<file path="src/rtl/lsu_pkg.sv">
// Shared encodings for the load/store unit: access sizes, FSM states and latency counter width.
package lsu_pkg;

    localparam logic [1:0] SZ_BYTE = 2'b00;
    localparam logic [1:0] SZ_HALF = 2'b01;
    localparam logic [1:0] SZ_WORD = 2'b10;

    // Wide enough for MEM_LAT up to 7
    localparam int LAT_CW = 3;

    typedef enum logic [1:0] {
        S_IDLE,
        S_RD,
        S_WR,
        S_RESP
    } lsu_state_e;

    // Size code 2'b11 behaves as a word, so bit 1 alone marks word accesses
    function automatic logic is_misaligned(input logic [1:0] size, input logic [1:0] off);
        logic r;
        r = 1'b0;
        if (size[1])
            r = (off != 2'b00);
        else if (size == SZ_HALF)
            r = off[0];
        return r;
    endfunction

endpackage

</file>
<file path="src/rtl/mem_lsu_if.sv">
// CPU request/response and data-memory signals of the load/store unit.
// master = CPU/memory side, slave = the LSU itself.
interface mem_lsu_if #(
    parameter int AW = 32
) ();
    logic          req_valid;
    logic          req_ready;
    logic          req_we;
    logic [1:0]    req_size;
    logic          req_signed;
    logic [AW-1:0] req_addr;
    logic [31:0]   req_wdata;
    logic          resp_valid;
    logic [31:0]   resp_rdata;
    logic          resp_err;
    logic          mem_read;
    logic          mem_write;
    logic [AW-1:0] mem_addr;
    logic [31:0]   mem_wdata;
    logic [31:0]   mem_rdata;

    modport master (
        output req_valid, req_we, req_size, req_signed, req_addr, req_wdata, mem_rdata,
        input  req_ready, resp_valid, resp_rdata, resp_err,
        input  mem_read, mem_write, mem_addr, mem_wdata
    );

    modport slave (
        input  req_valid, req_we, req_size, req_signed, req_addr, req_wdata, mem_rdata,
        output req_ready, resp_valid, resp_rdata, resp_err,
        output mem_read, mem_write, mem_addr, mem_wdata
    );
endinterface

</file>
<file path="src/rtl/lsu_lane.sv">
// Big-endian lane logic: extracts and extends a load lane, and merges a store lane
// into the word that was read back.
module lsu_lane
    import lsu_pkg::*;
(
    input  logic [1:0]  i_size,
    input  logic [1:0]  i_off,
    input  logic        i_signed,
    input  logic [31:0] i_rword,
    input  logic [31:0] i_base,
    input  logic [31:0] i_wdata,
    output logic [31:0] o_rdata,
    output logic [31:0] o_merged
);

    logic [7:0]  w_byte;
    logic [15:0] w_half;

    // Byte offset 0 is the most significant byte of the word
    always_comb begin
        w_byte = i_rword[31:24];
        case (i_off)
            2'd1:    w_byte = i_rword[23:16];
            2'd2:    w_byte = i_rword[15:8];
            2'd3:    w_byte = i_rword[7:0];
            default: w_byte = i_rword[31:24];
        endcase
        w_half = i_off[1] ? i_rword[15:0] : i_rword[31:16];

        o_rdata = i_rword;
        if (i_size == SZ_BYTE)
            o_rdata = {{24{i_signed & w_byte[7]}}, w_byte};
        else if (i_size == SZ_HALF)
            o_rdata = {{16{i_signed & w_half[15]}}, w_half};

        o_merged = i_wdata;
        if (i_size == SZ_BYTE) begin
            o_merged = i_base;
            case (i_off)
                2'd1:    o_merged[23:16] = i_wdata[7:0];
                2'd2:    o_merged[15:8]  = i_wdata[7:0];
                2'd3:    o_merged[7:0]   = i_wdata[7:0];
                default: o_merged[31:24] = i_wdata[7:0];
            endcase
        end else if (i_size == SZ_HALF) begin
            o_merged = i_base;
            if (i_off[1])
                o_merged[15:0] = i_wdata[15:0];
            else
                o_merged[31:16] = i_wdata[15:0];
        end
    end

endmodule

</file>
<file path="src/rtl/mem_lsu.sv">
// Load/store initiator for the word-wide big-endian data memory; sub-word stores use
// read-modify-write. Define LSU_MISALIGN_TRAP_EN to reject misaligned halves/words.
module mem_lsu
    import lsu_pkg::*;
#(
    parameter int MEM_LAT = 1,
    parameter int AW      = 32
) (
    input  logic      clk,
    input  logic      rst_n,
    mem_lsu_if.slave  bus
);

    lsu_state_e        r_state;
    lsu_state_e        w_next;
    logic              r_we;
    logic              r_signed;
    logic [1:0]        r_size;
    logic [AW-1:0]     r_addr;
    logic [31:0]       r_wdata;
    logic [31:0]       r_rword;
    logic [31:0]       r_rdata;
    logic [LAT_CW-1:0] r_cnt;
    logic              w_accept;
    logic              w_misalign;
    logic [31:0]       w_extract;
    logic [31:0]       w_merged;

    assign w_accept = bus.req_valid && (r_state == S_IDLE);

`ifdef LSU_MISALIGN_TRAP_EN
    logic r_err;
    assign w_misalign = is_misaligned(bus.req_size, bus.req_addr[1:0]);
    assign bus.resp_err = (r_state == S_RESP) && r_err;
`else
    assign w_misalign = 1'b0;
    assign bus.resp_err = 1'b0;
`endif

    always_ff @(posedge clk or negedge rst_n) begin
        if (!rst_n)
            r_state <= S_IDLE;
        else
            r_state <= w_next;
    end

    // Outputs decode from the state register only, so reset drops them without a clock
    always_comb begin
        w_next         = r_state;
        bus.req_ready  = (r_state == S_IDLE);
        bus.mem_read   = (r_state == S_RD);
        bus.mem_write  = (r_state == S_WR);
        bus.resp_valid = (r_state == S_RESP);
        bus.resp_rdata = (r_state == S_RESP) ? r_rdata : 32'h0;
        bus.mem_wdata  = (r_state == S_WR) ? w_merged : 32'h0;
        bus.mem_addr   = {r_addr[AW-1:2], 2'b00};
        case (r_state)
            S_IDLE: begin
                if (w_accept) begin
                    if (w_misalign)
                        w_next = S_RESP;
                    else if (bus.req_we && bus.req_size[1])
                        w_next = S_WR;
                    else
                        w_next = S_RD;
                end
            end
            S_RD: begin
                if (r_cnt == '0)
                    w_next = r_we ? S_WR : S_RESP;
            end
            S_WR:    w_next = S_RESP;
            S_RESP:  w_next = S_IDLE;
            default: w_next = S_IDLE;
        endcase
    end

    always_ff @(posedge clk or negedge rst_n) begin
        if (!rst_n) begin
            r_we     <= 1'b0;
            r_signed <= 1'b0;
            r_size   <= SZ_BYTE;
            r_addr   <= '0;
            r_wdata  <= 32'h0;
            r_rword  <= 32'h0;
            r_rdata  <= 32'h0;
            r_cnt    <= '0;
`ifdef LSU_MISALIGN_TRAP_EN
            r_err    <= 1'b0;
`endif
        end else if (w_accept) begin
            r_we     <= bus.req_we;
            r_signed <= bus.req_signed;
            r_size   <= bus.req_size;
            r_addr   <= bus.req_addr;
            r_wdata  <= bus.req_wdata;
            r_rdata  <= 32'h0;
            r_cnt    <= LAT_CW'(MEM_LAT - 1);
`ifdef LSU_MISALIGN_TRAP_EN
            r_err    <= w_misalign;
`endif
        end else if (r_state == S_RD) begin
            // Memory data is only trusted on the final edge of the read window
            if (r_cnt == '0) begin
                r_rword <= bus.mem_rdata;
                if (!r_we)
                    r_rdata <= w_extract;
            end else begin
                r_cnt <= r_cnt - 1'b1;
            end
        end
    end

    lsu_lane u_lane (
        .i_size   (r_size),
        .i_off    (r_addr[1:0]),
        .i_signed (r_signed),
        .i_rword  (bus.mem_rdata),
        .i_base   (r_rword),
        .i_wdata  (r_wdata),
        .o_rdata  (w_extract),
        .o_merged (w_merged)
    );

endmodule

</file>
<file path="src/flat_wrapper.sv">
// flat-port wrapper written by rule: the top's interface ports become plain ports
module mem_lsu_flat import lsu_pkg::*;
#(
    parameter int MEM_LAT = 1,
    parameter int AW      = 32
)
  (clk, rst_n, bus_req_valid, bus_req_we, bus_req_size, bus_req_signed, bus_req_addr, bus_req_wdata, bus_mem_rdata, bus_req_ready, bus_resp_valid, bus_resp_rdata, bus_resp_err, bus_mem_read, bus_mem_write, bus_mem_addr, bus_mem_wdata);
  mem_lsu_if #(.AW(AW)) bus_i ();
  input  logic clk;
  input  logic rst_n;
  input wire logic [$bits(bus_i.req_valid)-1:0] bus_req_valid;
  input wire logic [$bits(bus_i.req_we)-1:0] bus_req_we;
  input wire logic [$bits(bus_i.req_size)-1:0] bus_req_size;
  input wire logic [$bits(bus_i.req_signed)-1:0] bus_req_signed;
  input wire logic [$bits(bus_i.req_addr)-1:0] bus_req_addr;
  input wire logic [$bits(bus_i.req_wdata)-1:0] bus_req_wdata;
  input wire logic [$bits(bus_i.mem_rdata)-1:0] bus_mem_rdata;
  output wire logic [$bits(bus_i.req_ready)-1:0] bus_req_ready;
  output wire logic [$bits(bus_i.resp_valid)-1:0] bus_resp_valid;
  output wire logic [$bits(bus_i.resp_rdata)-1:0] bus_resp_rdata;
  output wire logic [$bits(bus_i.resp_err)-1:0] bus_resp_err;
  output wire logic [$bits(bus_i.mem_read)-1:0] bus_mem_read;
  output wire logic [$bits(bus_i.mem_write)-1:0] bus_mem_write;
  output wire logic [$bits(bus_i.mem_addr)-1:0] bus_mem_addr;
  output wire logic [$bits(bus_i.mem_wdata)-1:0] bus_mem_wdata;
  assign bus_i.req_valid = bus_req_valid;
  assign bus_i.req_we = bus_req_we;
  assign bus_i.req_size = bus_req_size;
  assign bus_i.req_signed = bus_req_signed;
  assign bus_i.req_addr = bus_req_addr;
  assign bus_i.req_wdata = bus_req_wdata;
  assign bus_i.mem_rdata = bus_mem_rdata;
  assign bus_req_ready = bus_i.req_ready;
  assign bus_resp_valid = bus_i.resp_valid;
  assign bus_resp_rdata = bus_i.resp_rdata;
  assign bus_resp_err = bus_i.resp_err;
  assign bus_mem_read = bus_i.mem_read;
  assign bus_mem_write = bus_i.mem_write;
  assign bus_mem_addr = bus_i.mem_addr;
  assign bus_mem_wdata = bus_i.mem_wdata;
  mem_lsu #(.MEM_LAT(MEM_LAT), .AW(AW)) u_core (.clk(clk), .rst_n(rst_n), .bus(bus_i));
endmodule
</file>
<file path="config.mk">
export PLATFORM = sky130hd
export DESIGN_NAME = mem_lsu_flat
export DESIGN_NICKNAME = d
export VERILOG_FILES = /design/src/rtl/lsu_pkg.sv /design/src/rtl/mem_lsu_if.sv /design/src/rtl/lsu_lane.sv /design/src/rtl/mem_lsu.sv /design/src/flat_wrapper.sv
export SDC_FILE = /design/constraint.sdc
export NUM_CORES = 1
export LEC_CHECK = 0
export BUFFER_PORTS_ARGS = -buffer_cell sky130_fd_sc_hd__buf_2
export CELL_PAD_IN_SITES_DETAIL_PLACEMENT = 0
export CELL_PAD_IN_SITES_GLOBAL_PLACEMENT = 2
export CORE_ASPECT_RATIO = 0.8
export CORE_UTILIZATION = 23
export CTS_BUF_LIST = sky130_fd_sc_hd__clkbuf_4 sky130_fd_sc_hd__clkbuf_8
export DETAILED_ROUTE_END_ITERATION = 8
export HOLD_SLACK_MARGIN = 0.15
export PLACE_DENSITY_LB_ADDON = 0.3
export SLEW_MARGIN = 20
export SYNTH_ARGS = -nofsm -noshare
export SYNTH_HDL_FRONTEND = slang
export SYNTH_SLANG_ARGS = --single-unit
</file>
<file path="constraint.sdc">
create_clock -name clk -period 2.95 [get_ports clk]
set_input_delay 0.4425 -clock clk [delete_from_list [all_inputs] [get_ports clk]]
set_output_delay 0.4425 -clock clk [all_outputs]
set_load 0.02 [all_outputs]
</file>
==> impl_results.md <==
* Yosys top cell area share at 0.480
* # Max-Cap Violations at 0
* Switching power at 4230 uW
* Worst Path Arrival at 2370 ps
* Int Power at 5650 uW
* Layout cells sized above 1 at 0.441
* Unique masters post-synth at 49
* Worst VDD drop at 0.000453 V
* RSZ-0062 raised after global routing: no
* Max Root-Sink Buffers at 2
* H-tree depth at 4
* Hold path endpoint: u_core.r_wdata[17]
* Peak Freq at 356 MHz
* Number of buffers created by CTS at 17
* Grt ovf at 0
* CP endpoint kind: output pin
* Post-synth top area cell: dfrtp_1
* Critical Setup Path Class: flip-flop to output pin
* Initial core utilization at 0.234
* Main synth FF type: dfrtp_1
* Hold Vio Cnt, Final at 0
* Clock Skews at 25.1 ps
* Final Max Slew Viols at 0
* P per Cell Area at 1120 nW/um2
* Leakage power at 0.00422 uW
* CTS sink cnt at 137
* Port Buffers at 200
* FFs w/ async S/R, synth at 1.00
* Combinational power share at 0.490
* Crit path max fanout at 15
* Die Width at 199 um
* Vias in the first global route at 5462
* Syn_area_per_cell at 11.8 um2
* Clock share of power at 0.167
* Tcrit/Tclk final at 0.954
* Clock Pin Slew Worst Setup and Hold Paths at 90 ps
* TNS Setup at 0 ps
* DR pass1 iterations at 4
* Via density at 4.47
* Number of synthesized flops with an enable pin at 0
* Final setup fails at 0
* Antenna-violating nets left at 0
* Die Ht at 160 um
* Die area at 31800 um2
* Wirelength per Cell at 20.0 um
* Area added between synthesis and finish at 23.6%
* #FFs+latches synth at 137
* Most common cell in the netlist: dfrtp_1
* CTS root buf: clkbuf_8
* Hold Crit Depth at 2
* R2r worst-path depth at 6
* Ys Warns at 0
* R2r setup slk at 620 ps
* Synth top area cells: dfrtp_1, mux2_2, mux2_1
* DR iter-0 viols at 321
* Final WL at 24.1 mm
* Worst hold path class: primary input to flip-flop
* Startpoint types: flip-flop
* First-pass GRT wire length at 35.8 mm
* Status: finished clean
* R2r endpoint: u_core.r_rdata[28]
* DRC viols at 0
* Post-layout util at 0.290
* HP Start: bus_req_wdata[17]
* Initial antenna violation count at 1
* Top post-synthesis cells by count: dfrtp_1, mux2_2, buf_4
* Post-Place Worst Slack at 503 ps
* Setup Fix Bufs, Post-CTS at 0
* Flop pwr share at 0.342
* Sequential area share after synthesis at 0.480
* Dpl hpwl at 18.0 mm
* Worst-Margin Slew at 760 ps
* Reg-to-reg critical path startpoint: u_core.r_addr[1]
* Max_slew headroom at 0.493
* Total GRT Usage at 0.156
* Mapped Cells at 605
* TritonCTS clock tree: done
* Post-synthesis cell area at 7140 um2
* DR vias at 5379
* # rows at 57
* Fin crit period at 2810 ps
* Critical Path Start: u_core.r_size[0]
* PnR worst setup slack at 137 ps
* IO Pins at 204
* Fin nets at 886
* Min Hold Slack at 208 ps
* GP Congestion at 0.736
* Switching share of total power at 0.428
* Largest net degree at the start of global routing at 55
* Clk_lat worst skew at 470 ps
* Core ar. at 30500 um2
* Worst Path Required at 2510 ps
==> through the flow <==
| stage | cells | area [um2] | power (uW) |
|---|---|---|---|
| after floorplan | 607 | 7150 | 6950 |
| after global placement | 1168 | 8380 | 8310 |
| after detailed placement | 1168 | 8380 | 8330 |
| after CTS | 1202 | 8820 | 10000 |
| after global routing | 1202 | 8820 | 10600 |
| final | 1203 | 8820 | 9880 |
==> kinds of logic after synthesis <==
group / count (synthesis) / share of synthesized area
compound gates: 111 / 0.119
mux: 126 / 0.210
other cells: 1 / 0.000525
xor+xnor: 2 / 0.00245
flops: 137 / 0.480
fa+ha+maj: 7 / 0.0123
simple gates: 132 / 0.101
buf+inv: 89 / 0.0750
==> per-layer routing <==
layer	global-route usage	share of wire	up-vias
met5	0	0	-
met4	0.0304	0.0067	0
met3	0.0436	0.069	13
met2	0.232	0.44	176
met1	0.224	0.49	2709
li1	-	-	2481
==> placed cells by master, fill, tap and decap left out, drive strengths merged, types with 2 or more instances in the layout <==
cell type and n:
o22ai 8, bufinv 2, dlygate4sd3 2, nor3 2
and2 34, nor2 31, inv 18, mux2i 22
a211o 7, conb 3, nand2b 4, o221ai 14
clkbuf 18, ha 7, nor2b 13, clkinvlp 2
o211a 9, buf 224, or2 3, nand3 4
clkinv 5, a22oi 5, nor3b 4, mux2 95
nand2 34, o21ai 30, a21oi 6, mux4 9
a2bb2oi 5, a221o 16, dfrtp 137, a21boi 5
o211ai 2
==> cell type report <==
cell class,count,area [um2]
Antenna cell,1,2.50
Fill cell,3239,21600
Sequential cell,137,3430
Inverter,13,48.8
Timing Repair Buffer,226,1220
Tap cell,413,517
Clock inverter,14,165
Multi-Input combinational cell,381,3200
Clock buffer,18,248
==> power groups by stage <==
stage	registers [uW]	logic, uW	clock network [uW]
floorplan	3140	3810	0
global placement	3420	4890	0
detailed placement	3430	4900	0
CTS	3390	4920	1730
global route	3510	5280	1800
finish	3380	4850	1650
==> state kept, by name, indices dropped and copies added, names as in the netlist <==
name and count:
u_core.r_we 1, u_core.r_cnt 3, u_core.r_state 2, u_core.r_wdata 32, u_core.r_size 2, u_core.r_rword 32, u_core.r_signed 1, u_core.r_addr 32
u_core.r_rdata 32
==> how the worst max path moves through the flow <==
| stage | end | slack (ps) | depth (start not counted) |
|---|---|---|---|
| after global placement | bus_mem_wdata[11] | 530 | 5 |
| after CTS | bus_mem_wdata[30] | 70 | 5 |
| final | bus_mem_wdata[7] | 140 | 5 |
| after detailed placement | bus_mem_wdata[8] | 500 | 5 |
| after floorplan | bus_mem_wdata[12] | 890 | 6 |
| after global routing | bus_mem_wdata[7] | 2 | 5 |
==> critical path, stage by stage (launching register included) <==
cell,delay (ps)
dfrtp_1,540
or2_1,390
a21oi_4,410
mux2i_1,330
nor2b_1,80
buf_2,160
==> timing repair <==
action                     CTS  global route
hold endpoints to repair    52             0
resized for setup            1             1
setup endpoints to repair    3             6
hold buffers                 2             0
Note: power is estimated with default switching activity, not from simulation.
